[src/rtl/video_pkg.sv]
// Shared types and constants for the video timing / test-pattern generator.
package video_pkg;

  typedef enum logic [1:0] {
    MODE_BARS  = 2'd0,
    MODE_CHECK = 2'd1,
    MODE_GRAD  = 2'd2,
    MODE_SOLID = 2'd3
  } mode_e;

  // Colour-bar table as {r,g,b} on/off flags, entry 0 on the left of the screen:
  // white, yellow, cyan, green, magenta, red, blue, black.
  localparam logic [7:0][2:0] BAR_TABLE = {
    3'b000,  // 7 black
    3'b001,  // 6 blue
    3'b100,  // 5 red
    3'b101,  // 4 magenta
    3'b010,  // 3 green
    3'b011,  // 2 cyan
    3'b110,  // 1 yellow
    3'b111   // 0 white
  };

  // Default 640x480@60 timing.
  localparam int DEF_H_ACTIVE = 640;
  localparam int DEF_H_FP     = 16;
  localparam int DEF_H_SYNC   = 96;
  localparam int DEF_H_BP     = 48;
  localparam int DEF_V_ACTIVE = 480;
  localparam int DEF_V_FP     = 10;
  localparam int DEF_V_SYNC   = 2;
  localparam int DEF_V_BP     = 33;
  localparam int DEF_PIX_SZ   = 4;
  localparam int DEF_BAR_W    = 80;

  function automatic logic [2:0] bar_flags(input logic [2:0] idx);
    return BAR_TABLE[idx];
  endfunction

endpackage

[src/rtl/video_timing.sv]
// Pixel/line counters, sync and data-enable decode, frame-start pulse.
// The h/v counters are exported combinationally so the top level can build
// the pixel colour for the same position that the registered timing reflects.
module video_timing
  import video_pkg::*;
#(
  parameter int H_ACTIVE = DEF_H_ACTIVE,
  parameter int H_FP     = DEF_H_FP,
  parameter int H_SYNC   = DEF_H_SYNC,
  parameter int H_BP     = DEF_H_BP,
  parameter int V_ACTIVE = DEF_V_ACTIVE,
  parameter int V_FP     = DEF_V_FP,
  parameter int V_SYNC   = DEF_V_SYNC,
  parameter int V_BP     = DEF_V_BP,
  parameter bit H_POL    = 1'b0,
  parameter bit V_POL    = 1'b0,
  localparam int H_TOTAL = H_ACTIVE + H_FP + H_SYNC + H_BP,
  localparam int V_TOTAL = V_ACTIVE + V_FP + V_SYNC + V_BP,
  localparam int HSZ     = $clog2(H_TOTAL),
  localparam int VSZ     = $clog2(V_TOTAL)
) (
  input  logic           clk,
  input  logic           rstn,
  input  logic           ce,
  output logic [HSZ-1:0] h,
  output logic [VSZ-1:0] v,
  output logic           de_now,
  output logic           sof,
  output logic [HSZ-1:0] hcount,
  output logic [VSZ-1:0] vcount,
  output logic           de,
  output logic           hsync,
  output logic           vsync,
  output logic           frame
);

  localparam logic [31:0] H_LAST   = 32'(H_TOTAL - 1);
  localparam logic [31:0] V_LAST   = 32'(V_TOTAL - 1);
  localparam logic [31:0] H_ACT    = 32'(H_ACTIVE);
  localparam logic [31:0] V_ACT    = 32'(V_ACTIVE);
  localparam logic [31:0] HS_BEGIN = 32'(H_ACTIVE + H_FP);
  localparam logic [31:0] HS_END   = 32'(H_ACTIVE + H_FP + H_SYNC);
  localparam logic [31:0] VS_BEGIN = 32'(V_ACTIVE + V_FP);
  localparam logic [31:0] VS_END   = 32'(V_ACTIVE + V_FP + V_SYNC);

  logic h_last;
  logic v_last;
  logic hs_act;
  logic vs_act;

  // Decode the current counter position; vsync depends on v only (line-aligned)
  always_comb begin
    h_last = (32'(h) == H_LAST);
    v_last = (32'(v) == V_LAST);
    de_now = (32'(h) < H_ACT) && (32'(v) < V_ACT);
    hs_act = (32'(h) >= HS_BEGIN) && (32'(h) < HS_END);
    vs_act = (32'(v) >= VS_BEGIN) && (32'(v) < VS_END);
    sof    = (h == '0) && (v == '0);
  end

  // Raster counters: h wraps at end of line, v advances on the wrap
  always_ff @(posedge clk) begin
    if (!rstn) begin
      h <= '0;
      v <= '0;
    end else if (ce) begin
      if (h_last) begin
        h <= '0;
        v <= v_last ? '0 : v + 1'b1;
      end else begin
        h <= h + 1'b1;
      end
    end
  end

  // Timing outputs register the decode one enabled cycle behind the counters
  always_ff @(posedge clk) begin
    if (!rstn) begin
      hcount <= '0;
      vcount <= '0;
      de     <= 1'b0;
      hsync  <= ~H_POL;
      vsync  <= ~V_POL;
      frame  <= 1'b0;
    end else if (ce) begin
      hcount <= h;
      vcount <= v;
      de     <= de_now;
      hsync  <= hs_act ? H_POL : ~H_POL;
      vsync  <= vs_act ? V_POL : ~V_POL;
      frame  <= sof;
    end
  end

endmodule

[src/rtl/video_pattern_gen.sv]
// Programmable video timing generator with four test patterns.
// Mode and solid colour are latched at frame start so a pattern never
// changes mid-frame; a change presented on the frame-start cycle applies
// to that same frame.
module video_pattern_gen
  import video_pkg::*;
#(
  parameter int H_ACTIVE = DEF_H_ACTIVE,
  parameter int H_FP     = DEF_H_FP,
  parameter int H_SYNC   = DEF_H_SYNC,
  parameter int H_BP     = DEF_H_BP,
  parameter int V_ACTIVE = DEF_V_ACTIVE,
  parameter int V_FP     = DEF_V_FP,
  parameter int V_SYNC   = DEF_V_SYNC,
  parameter int V_BP     = DEF_V_BP,
  parameter bit H_POL    = 1'b0,
  parameter bit V_POL    = 1'b0,
  parameter int PIX_SZ   = DEF_PIX_SZ,
  parameter int BAR_W    = DEF_BAR_W,
  localparam int H_TOTAL = H_ACTIVE + H_FP + H_SYNC + H_BP,
  localparam int V_TOTAL = V_ACTIVE + V_FP + V_SYNC + V_BP,
  localparam int HSZ     = $clog2(H_TOTAL),
  localparam int VSZ     = $clog2(V_TOTAL)
) (
  input  logic                  clk_i,
  input  logic                  rstn_i,
  input  logic                  ce_i,
  input  logic [1:0]            mode_i,
  input  logic [3*PIX_SZ-1:0]   solid_i,
  output logic [HSZ-1:0]        hcount_o,
  output logic [VSZ-1:0]        vcount_o,
  output logic                  de_o,
  output logic                  hsync_o,
  output logic                  vsync_o,
  output logic                  frame_o,
  output logic [PIX_SZ-1:0]     r_o,
  output logic [PIX_SZ-1:0]     g_o,
  output logic [PIX_SZ-1:0]     b_o
);

  localparam logic [31:0] BAR_DIV = 32'(BAR_W);
  localparam logic [31:0] BAR_LIM = 32'(7 * BAR_W);

  logic [HSZ-1:0]      h;
  logic [VSZ-1:0]      v;
  logic                de_now;
  logic                sof;

  mode_e               mode_q;
  logic [3*PIX_SZ-1:0] solid_q;
  mode_e               mode_eff;
  logic [3*PIX_SZ-1:0] solid_eff;

  logic [2:0]          bar_idx;
  logic [2:0]          bar_rgb;
  logic                chk;
  logic [PIX_SZ-1:0]   grad;
  logic [PIX_SZ-1:0]   r_n;
  logic [PIX_SZ-1:0]   g_n;
  logic [PIX_SZ-1:0]   b_n;

  video_timing #(
    .H_ACTIVE (H_ACTIVE),
    .H_FP     (H_FP),
    .H_SYNC   (H_SYNC),
    .H_BP     (H_BP),
    .V_ACTIVE (V_ACTIVE),
    .V_FP     (V_FP),
    .V_SYNC   (V_SYNC),
    .V_BP     (V_BP),
    .H_POL    (H_POL),
    .V_POL    (V_POL)
  ) u_timing (
    .clk    (clk_i),
    .rstn   (rstn_i),
    .ce     (ce_i),
    .h      (h),
    .v      (v),
    .de_now (de_now),
    .sof    (sof),
    .hcount (hcount_o),
    .vcount (vcount_o),
    .de     (de_o),
    .hsync  (hsync_o),
    .vsync  (vsync_o),
    .frame  (frame_o)
  );

  // Capture pattern selection on the enabled frame-start cycle
  always_ff @(posedge clk_i) begin
    if (!rstn_i) begin
      mode_q  <= MODE_BARS;
      solid_q <= '0;
    end else if (ce_i && sof) begin
      mode_q  <= mode_e'(mode_i);
      solid_q <= solid_i;
    end
  end

  // Pixel (0,0) bypasses the latch so a new mode applies to the frame it starts
  assign mode_eff  = sof ? mode_e'(mode_i) : mode_q;
  assign solid_eff = sof ? solid_i : solid_q;

  // Gradient takes the top PIX_SZ bits of h, left-aligned when h is narrower
  if (HSZ >= PIX_SZ) begin : g_grad_slice
    assign grad = h[HSZ-1 -: PIX_SZ];
  end else begin : g_grad_pad
    assign grad = {h, {(PIX_SZ-HSZ){1'b0}}};
  end

  // Pattern mux for the current position; blanking forces black
  always_comb begin
    bar_idx = (32'(h) >= BAR_LIM) ? 3'd7 : 3'(32'(h) / BAR_DIV);
    bar_rgb = bar_flags(bar_idx);
    chk     = ((32'(h) ^ 32'(v)) & 32'h20) != 32'h0;
    r_n     = '0;
    g_n     = '0;
    b_n     = '0;
    if (de_now) begin
      case (mode_eff)
        MODE_BARS: begin
          r_n = {PIX_SZ{bar_rgb[2]}};
          g_n = {PIX_SZ{bar_rgb[1]}};
          b_n = {PIX_SZ{bar_rgb[0]}};
        end
        MODE_CHECK: begin
          r_n = {PIX_SZ{chk}};
          g_n = {PIX_SZ{chk}};
          b_n = {PIX_SZ{chk}};
        end
        MODE_GRAD: begin
          r_n = grad;
          g_n = grad;
          b_n = grad;
        end
        default: begin
          r_n = solid_eff[3*PIX_SZ-1 -: PIX_SZ];
          g_n = solid_eff[2*PIX_SZ-1 -: PIX_SZ];
          b_n = solid_eff[PIX_SZ-1:0];
        end
      endcase
    end
  end

  // Colour output registers, aligned with the registered timing outputs
  always_ff @(posedge clk_i) begin
    if (!rstn_i) begin
      r_o <= '0;
      g_o <= '0;
      b_o <= '0;
    end else if (ce_i) begin
      r_o <= r_n;
      g_o <= g_n;
      b_o <= b_n;
    end
  end

endmodule

[config.mk]
export PLATFORM = sky130hd
export DESIGN_NAME = video_pattern_gen
export DESIGN_NICKNAME = d
export VERILOG_FILES = /design/src/rtl/video_pkg.sv /design/src/rtl/video_timing.sv /design/src/rtl/video_pattern_gen.sv
export SDC_FILE = /design/constraint.sdc
export NUM_CORES = 1
export LEC_CHECK = 0
export ABC_AREA = 1
export CAP_MARGIN = 20
export CORE_ASPECT_RATIO = 1.4
export CORE_MARGIN = 4
export CORE_UTILIZATION = 58
export CTS_CLUSTER_SIZE = 14
export DETAILED_ROUTE_END_ITERATION = 16
export GPL_TIMING_DRIVEN = 0
export PLACE_DENSITY_LB_ADDON = 0.15
export SLEW_MARGIN = 20
export SYNTH_ARGS = -nofsm -noshare
export SYNTH_HDL_FRONTEND = slang
export SYNTH_SLANG_ARGS = --single-unit
[constraint.sdc]
create_clock -name clk_i -period 6.6 [get_ports clk_i]
set_clock_uncertainty 0.1 [all_clocks]
set_input_delay 0.99 -clock clk_i [delete_from_list [all_inputs] [get_ports clk_i]]
set_output_delay 0.99 -clock clk_i [all_outputs]
set_load 0.02 [all_outputs]
Yosys cells after proc, flatten, opt, wreduce, memory -nomap -nowiden
Memory sizes are Yosys's and may differ from the RTL's.
Cells that the tools add are included.
{"block": "totals", "regBits": 70, "rom_bits": 24, "inputBits": 17, "memories": 1}
{"name": "(no name shown)", "depth": 8, "word_bits": 3, "rd": 1, "rd_clocked_by_memory_dff": 0, "wr": 0, "line": "video_pkg.sv:37", "text": "return BAR_TABLE[idx];"}
{"block": "op_classes", "n_addsub": 2, "n_div": 1, "n_lt_le_gt_ge": 8, "eq_ne": 4, "mux": 14, "n_bitwise": 1, "n_reduce_logical": 9}
{"operator": "$pmux W4 S3", "count": 3}
{"operator": "$div A10 B7 Y32 const B", "count": 1}
{"operator": "$add A10 B1 Y10 const B", "count": 2}
{"operator": "$eq A10 B10 Y1 const B", "count": 2}
{"operator": "$ge A10 B10 Y1 const B", "count": 2}
{"operator": "$logic_not A10 Y1", "count": 2}
{"operator": "$lt A10 B10 Y1 const B", "count": 2}
{"operator": "$lt A10 B9 Y1 const B", "count": 2}
{"operator": "$mux W10", "count": 2}
{"operator": "$mux W12", "count": 1}
{"operator": "$mux W4", "count": 3}
{"operator": "$ge A10 B9 Y1 const B", "count": 1}
{"operator": "$mux W3", "count": 2}
{"operator": "$xor A6 B6 Y6", "count": 1}
{"operator": "$logic_and A1 B1 Y1", "count": 5}
{"operator": "$lt A3 B4 Y1 const B", "count": 1}
{"operator": "$eq A2 B1 Y1 const B", "count": 1}
{"operator": "$eq A2 B2 Y1 const B", "count": 1}
{"operator": "$logic_not A2 Y1", "count": 1}
{"operator": "$mux W1", "count": 2}
{"operator": "$mux W2", "count": 1}
{"operator": "$reduce_and A2 Y1", "count": 1}

Logic depth before layout (Yosys ltp)
Gate-level depths: netlist (run 1).
{"block": "logic_depth", "ltp_word": 6, "mapped_depth": 19, "depth_no_buf": 18}

By module
From an unflattened synthesis (run 1), not the netlist that was laid out.
{"block": "unflattened", "hier_cells": 533, "area_unflattened_um2": 3647.2}
{"mod": "video_timing", "n_inst": 1, "cells_per_inst": 275, "area_per_inst_um2": 1993.2}
{"mod": "video_pattern_gen", "n_inst": 1, "cells_per_inst": 258, "area_per_inst_um2": 1654.1}

Worst setup path before layout (run 1)
No wires, ideal clock.
{"block": "synth_path", "kind": "reg2reg", "start": "register u_timing.h[8]", "end": "register b_o[0]", "setup_time_ns": 0.134, "arrival_time_ns": 2.109, "required_ns": 6.366, "slack_ns": 4.257, "path_stages_with_launch": 19, "synth_period_minus_slack_ns": 2.343, "path_cell_list": "dfxtp_1 > buf_6 > nor2_2 > inv_2 > ha_1 > o21ai_4 > nand3_2 > nand2_1 > nand2_1 > nor2_4 > nand3_2 > nand2_1 > nand2_1 > nand3_1 > nor2_1 > nand2_1 > nand2_1 > nand2_1 > a21oi_2"}
{"block": "synth_between", "elab_chain_cells": 6}
{"element": "start, declared", "line": "video_timing.sv:25", "text": "output logic [HSZ-1:0] h,"}
{"element": "start signal, assigned", "line": "video_timing.sv:71", "text": "h <= h + 1'b1;"}
{"element": "$div A10 B7 Y32 (tied with other cells)", "line": "video_pattern_gen.sv:113", "text": "bar_idx = (32'(h) >= BAR_LIM) ? 3'd7 : 3'(32'(h) / BAR_DIV);"}
{"element": "$mux W3 / $logic_and A1 B1 Y1 (equally long branches)", "line": "video_pattern_gen.sv:113, video_timing.sv:58"}
{"element": "$mem_v2 Z8 W3 / $mux W2 (equally long branches)"}
{"element": "$mux W3 (not written as such) (tied with other cells)", "line": "video_pkg.sv:37"}
{"element": "$pmux W4 S3", "line": "video_pattern_gen.sv:120", "text": "case (mode_eff)"}
{"element": "$mux W4 *", "line": "video_pattern_gen.sv:119", "text": "if (de_now) begin"}
{"element": "end signal, assigned", "line": "video_pattern_gen.sv:154", "text": "b_o <= b_n;"}
{"element": "end, declared", "line": "video_pattern_gen.sv:38", "text": "output logic [PIX_SZ-1:0] b_o"}
Every way passes the cells marked *; elsewhere a longest branch is shown, timed or not. The select of a mux whose other input is x is not followed.
A chain may end at the register's enable or synchronous reset.

Final worst setup path (run 1)
{"block": "layout_path", "start": "input port ce_i", "end": "register u_timing.v[9]"}
{"block": "layout_between", "elab_chain_cells": 1}
{"element": "start, declared", "line": "video_pattern_gen.sv:27", "text": "input logic ce_i,"}
{"element": "$reduce_and A2 Y1 (no source line)"}
{"element": "end signal, assigned", "line": "video_timing.sv:69", "text": "v <= v_last ? '0 : v + 1'b1;"}
{"element": "end, declared", "line": "video_timing.sv:26", "text": "output logic [VSZ-1:0] v,"}
No other way between the ends.

==> flow_metrics.tcl, run 1 <==
set metrics [dict create \
    status "finished, final reports clean" \
    ant_nets 0 \
    vias_per_cell 5.746 \
    crit_type "in -> reg" \
    max_stage_delay_ns 0.59 \
    ys_async_sr_fraction_pct 0 \
    synth_warnings 0 \
    num_rows 33 \
    placed_cell_area_um2 4123 \
    fin_area_um2 4370 \
    yosys.area.top_type_share_pct 39.76 \
    dieWidth_um 73.89 \
    setup_tns_ns 0 \
    routabilityCongestion 0.9392 \
    portBuffers 51 \
    drive_gt1_share_pct 9.769 \
    cts_made_buffers 9 \
    use_met1_pct 31.94 \
    critical_path.cell_chain "clkdlybuf4s50_1 > nand2_2 > nor4_2 > nand2_1 > nor3_2 > inv_1 > nor4_1 > nor3_1" \
    fp.coreArea_um2 5863 \
    ios 53 \
    cts.clk_slew.worst_paths_ns 0.07 \
    nets 581 \
    syn_area_um2 3525 \
    synth_seq_cells 70 \
    overflow 0 \
    grt_max_degree 13 \
    leakage_nw 1.900 \
    grt_pass1_vias 3578 \
    start_util_pct 60.12 \
    synthSimpleGateAreaFrac_pct 32.84 \
    cts_tree "built" \
    timing.final.crit_share_pct 42.52 \
    relSlewSlack_pct 52.61 \
    worst_pin_slew_ns 0.7108 \
    met3_usage_pct 5.511 \
    htreeDepth 3 \
    crit_buf_inv 2 \
    ys_seq_area_share_pct 39.76 \
    critical_path_arrival_ns 2.92 \
    rsz0062_at_grt "no" \
    antenna_found_initial 0 \
    ys_top_cells_by_area "dfxtp_1, nand2_1, nor2_1, o21ai_0, a21oi_1" \
    synthMostInstantiatedCell "nand2_1" \
    diodes 0 \
    n_fill_cell 475 \
    cts_resized 0 \
    max_freq_ghz 0.3564 \
    avgSynthCellArea_um2 7.106 \
    insertion_delay_ns 0.36 \
    power_density_nw_per_um2 245.2 \
    fin_crit_ns 2.806 \
    die_h_um 100.2 \
    cts_root_buffer "clkbuf_8" \
    globalRoute.busiestLayer "met2" \
    yosysTopAreaCell "dfxtp_1" \
    cp_slowest_cell "clkdlybuf4s50_1" \
    dieArea_um2 7406 \
    drtPass1Iterations 8 \
    multi_input_area_um2 1846 \
    maxCapViolations 0 \
    setup_viol 0 \
    finalHoldViolations 0 \
    numClockSinks 70 \
    grt_use_met2_pct 49.18 \
    min_path_type "reg -> reg" \
    grt_pass1_wl_um 16310 \
    ir_drop_mv 0.2211 \
    synth_nets 519 \
    wl_per_cell_um 15.63 \
    drc 0 \
    cts_hold_buf 0 \
    critical_path.top_delay_family "simple AND/OR/NAND/NOR gates" \
    synth_fa_ha_area_share_pct 2.130 \
    ys_top_cells_by_count "nand2_1, dfxtp_1, nor2_1, inv_1, o21ai_0" \
    cts_setup_buffers 0 \
    synth_edf_count 0 \
    first_iter_violations 283 \
    crit_path_start_kind "input pin" \
    synth_mux_area_share_pct 0 \
    drv_slew 0 \
    synth_cell_types 46 \
    grt_usage_pct 28.31 \
    wirelength_um 9894 \
    dp_hpwl_um 7093 \
    synth_xor_area_share_pct 0.9940 \
    critPathCaptureType "flip-flop" \
    synth_top_flop_cell "dfxtp_1" \
    synth_compound_area_share_pct 16.40 \
    critPathRequiredTime_ns 6.71 \
    clock_path_buffers 2 \
    critical_path.max_fanout 6 \
    num_vias 3637 \
    syn2layout_area_growth_pct 24.00 \
    synthesis.instances 496 \
    regArea_um2 1401 \
    synth_top_family_by_area "simple AND/OR/NAND/NOR gates" \
]
## logic make-up after synthesis
logic type | after synthesis
flip-flops | 70
buffers and inverters | 68
AO/OA/AOI/OAI | 101
XOR/XNOR | 4
adder cells (fa/ha/maj) | 6
AND/OR/NAND/NOR | 247
## worst paths after layout
path / slack (ns) / cells after the start / to / startpoint
setup / recovery: 3.79 / 8 / u_timing.v[9] / ce_i
hold reg to reg: 0.36 / 2 / r_o[1] / r_o[1]
hold / removal: 0.36 / 2 / r_o[1] / r_o[1]
setup reg to reg: 3.93 / 17 / b_o[3] / u_timing.h[7]
## cell type report
cell class	count	area share, %
multi-input combinational	358	42.23
sequential	70	32.06
timing repair buffer	51	11.68
inverter	49	4.237
clock buffer	11	3.235
clock inverter	5	2.433
buffer	19	2.119
tap	70	2.004
## registers in the layout, indices dropped and copies added (netlist names)
register / cells
b_o: 4
g_o: 4
mode_q: 2
r_o: 4
solid_q: 12
u_timing.de: 1
u_timing.frame: 1
u_timing.h: 10
u_timing.hcount: 10
u_timing.hsync: 1
u_timing.v: 10
u_timing.vcount: 10
u_timing.vsync: 1
## metrics by stage
| stage | utilization, % | power (W) | setup slack [ns] | hold slack (ns) | instances |
|---|---|---|---|---|---|
| 2_1_floorplan | - | 0.0005794 | 4.257 | 0.3396 | 496 |
| 3_3_place_gp | 70.32 | 0.0006466 | 3.532 | 0.3500 | 617 |
| 3_5_place_dp | 70.32 | 0.0006510 | 3.486 | 0.3541 | 617 |
| 4_1_cts | 74.54 | 0.001073 | 3.858 | 0.3652 | 633 |
| 5_1_grt | 74.54 | 0.001120 | 3.697 | 0.3857 | 633 |
| 6_report | 74.54 | 0.001072 | 3.794 | 0.3650 | 633 |
## power breakdown
part | switching [W] | internal (W)
Sequential | 0.0000124 | 0.000448
Clock | 0.000166 | 0.000262
Combinational | 0.000111 | 0.0000715
Total | 0.000290 | 0.000782
## per-layer routing
layer  vias to the layer above  wire (µm)
li1                       1766          -
met1                      1680       3881
met2                       153       5059
met3                        38        581
met4                         0        371
met5                         -          0
## worst register-to-register path: cells and delay by family (launching register included)
family / cells / cell delay (ns)
flip-flops: 1 / 0.39
AND/OR/NAND/NOR: 13 / 1.30
buffers and inverters: 1 / 0.09
AO/OA/AOI/OAI: 2 / 0.29
adder cells (fa/ha/maj): 1 / 0.32
## cells in the final DEF (no fill, tap or decap), drive strengths merged, types with 2 or more instances in the layout
| cell type | Yosys | final |
|---|---|---|
| nor3b | 4 | 4 |
| a211oi | 3 | 3 |
| clkdlybuf4s50 | 0 | 51 |
| nor4 | 6 | 6 |
| clkbuf | 13 | 24 |
| dfxtp | 70 | 70 |
| bufinv | 0 | 3 |
| o21ai | 45 | 45 |
| inv | 47 | 47 |
| clkinv | 2 | 3 |
| xor2 | 4 | 4 |
| or2 | 4 | 4 |
| ha | 6 | 6 |
| buf | 6 | 6 |
| nor2 | 63 | 63 |
| nand4 | 10 | 10 |
| nor3 | 11 | 11 |
| a21oi | 39 | 39 |
| nand2 | 122 | 122 |
| nand3 | 25 | 25 |
| a31oi | 7 | 7 |
| o211ai | 2 | 2 |
No activity file was read; power rests on OpenSTA's default activity.
==> inputs of run 2 (changes only) <==
- CORE_UTILIZATION: 58 -> 49
- clock period: 6.6 -> 2.5 ns (I/O delays scaled with it)
==> flow_metrics.tcl, run 2 (synthesis results as in run 1) <==
set metrics [dict create \
    status "finished, final reports clean" \
    power_density_nw_per_um2 597.7 \
    fp.coreArea_um2 6982 \
    leakage_nw 2.006 \
    cp_slowest_cell "dfxtp_2" \
    crit_buf_inv 2 \
    critical_path.cell_chain "buf_6 > nor2_4 > inv_4 > ha_4 > o21ai_4 > nand4_1 > nand3_4 > nand2_4 > nand3_4 > nand2_2 > nand2_2 > nand3_2 > nor2_2 > nand2_2 > nand2_1 > nand2_1 > a21oi_2" \
    critical_path.top_delay_family "simple AND/OR/NAND/NOR gates" \
    routabilityCongestion 0.8667 \
    crit_type "reg -> reg" \
    grt_max_degree 14 \
    vias_per_cell 5.469 \
    start_util_pct 50.48 \
    ir_drop_mv 0.4757 \
    critPathCaptureType "flip-flop" \
    largest_register_ffs 12 \
    first_iter_violations 228 \
    crit_path_start_kind "flip-flop" \
    num_vias 3659 \
    final_common_cell "nand2_1" \
    critical_path.max_fanout 6 \
    max_freq_ghz 0.4147 \
    portBuffers 51 \
    clock_path_buffers 2 \
    dieArea_um2 8633 \
    nets 592 \
    worst_pin_slew_ns 0.7345 \
    rsz0062_at_grt "yes" \
    drtPass1Iterations 5 \
    top_layer "met4" \
    antenna_found_initial 0 \
    met3_length_um 483 \
    n_fill_cell 630 \
    grt_usage_pct 23.71 \
    cts_root_buffer "clkbuf_8" \
    dieWidth_um 79.68 \
    wl_met2_um 5188 \
    numClockSinks 70 \
    finalHoldViolations 0 \
    min_path_type "in -> reg" \
    p_total_w 0.002764 \
    maxCapViolations 0 \
    relSlewSlack_pct 51.03 \
    fin_crit_ns 2.411 \
    die_h_um 108.4 \
    setup_viol 0 \
    timing.final.crit_share_pct 96.45 \
    cts_made_buffers 9 \
    syn2layout_area_growth_pct 31.20 \
    final_cell_mix "nand2_1, dfxtp_1, nor2_1" \
    cts.clk_slew.worst_paths_ns 0.08 \
    grt_pass1_wl_um 16040 \
    grt_pass1_vias 3482 \
    overflow 0 \
    critical_path_arrival_ns 2.60 \
    htreeDepth 3 \
    insertion_delay_ns 0.36 \
    cts_tree "built" \
    ant_nets 0 \
    fin_util_pct 66.24 \
    drv_slew 0 \
    max_stage_delay_ns 0.32 \
    crit_top_cell "nand2_2" \
    wirelength_um 10040 \
    critPathRequiredTime_ns 2.69 \
    wl_met1_um 4047 \
    drc 0 \
    diodes 0 \
    ios 53 \
    drive_gt1_share_pct 15.51 \
    wl_per_cell_um 15.01 \
    dp_hpwl_um 7162 \
    num_rows 36 \
    regMostFlops "solid_q" \
]
==> run 2: what timing repair did <==
item / CTS / global route
setup endpoints to repair: 9 / 26
setup buffers: 3 / 8
pin swaps: 5 / 18
hold buffers: 0 / 0
gates resized for setup: 6 / 35
==> run 2: layout make-up <==
cell class	count	area [µm²]	area share, %
buffer	19	93.84	2.029
clock buffer	10	127.6	2.760
clock inverter	6	95.09	2.056
inverter	49	191.4	4.140
multi-input combinational	358	1997	43.18
sequential	70	1404	30.36
tap	95	118.9	2.570
timing repair buffer	62	596.8	12.91
==> run 2: final timing paths <==
check,slack [ns],endpoint,depth (start not counted),startpoint
worst max-delay path,0.09,b_o[2],17,u_timing.h[8]
worst max register to register,0.09,b_o[2],17,u_timing.h[8]
worst min-delay path,0.30,u_timing.vsync,2,rstn_i
worst min register to register,0.37,g_o[2],2,g_o[2]
==> run 2: power breakdown <==
part	internal, W	switching, W	leakage [nW]	total (W)
Sequential	0.00118	0.0000337	0.575	0.00122
Combinational	0.000202	0.000306	1.32	0.000508
Clock	0.000571	0.000469	0.111	0.00104
Total	0.00196	0.000808	2.01	0.00276
==> run 2: layer usage <==
layer,vias up,track usage (%)
met5,-,0
met4,0,11.30
met3,26,3.250
met2,119,42.29
met1,1708,27.52
li1,1806,-
==> run 2: worst reg2reg max path, stage by stage (launching register included) <==
cell,delay (ns)
dfxtp_2,0.32
buf_6,0.12
nor2_4,0.10
inv_4,0.05
ha_4,0.21
o21ai_4,0.25
nand4_1,0.24
nand3_4,0.14
nand2_4,0.08
nand3_4,0.08
nand2_2,0.05
nand2_2,0.07
nand3_2,0.06
nor2_2,0.13
nand2_2,0.09
nand2_1,0.07
nand2_1,0.06
a21oi_2,0.12
==> run 2: per-stage QoR <==
stage | hold WS (ns) | TNS, ns | cell area (µm²) | setup slack [ns] | instances
2_1_floorplan | 0.3396 | 0 | 3525 | 0.1573 | 496
3_3_place_gp | 0.3505 | -0.5688 | 4154 | -0.1290 | 642
3_5_place_dp | 0.3565 | -0.8886 | 4154 | -0.1659 | 642
4_1_cts | 0.2959 | 0 | 4432 | 0.02907 | 661
5_1_grt | 0.3245 | -0.2592 | 4624 | -0.07085 | 669
6_report | 0.2962 | 0 | 4624 | 0.08876 | 669
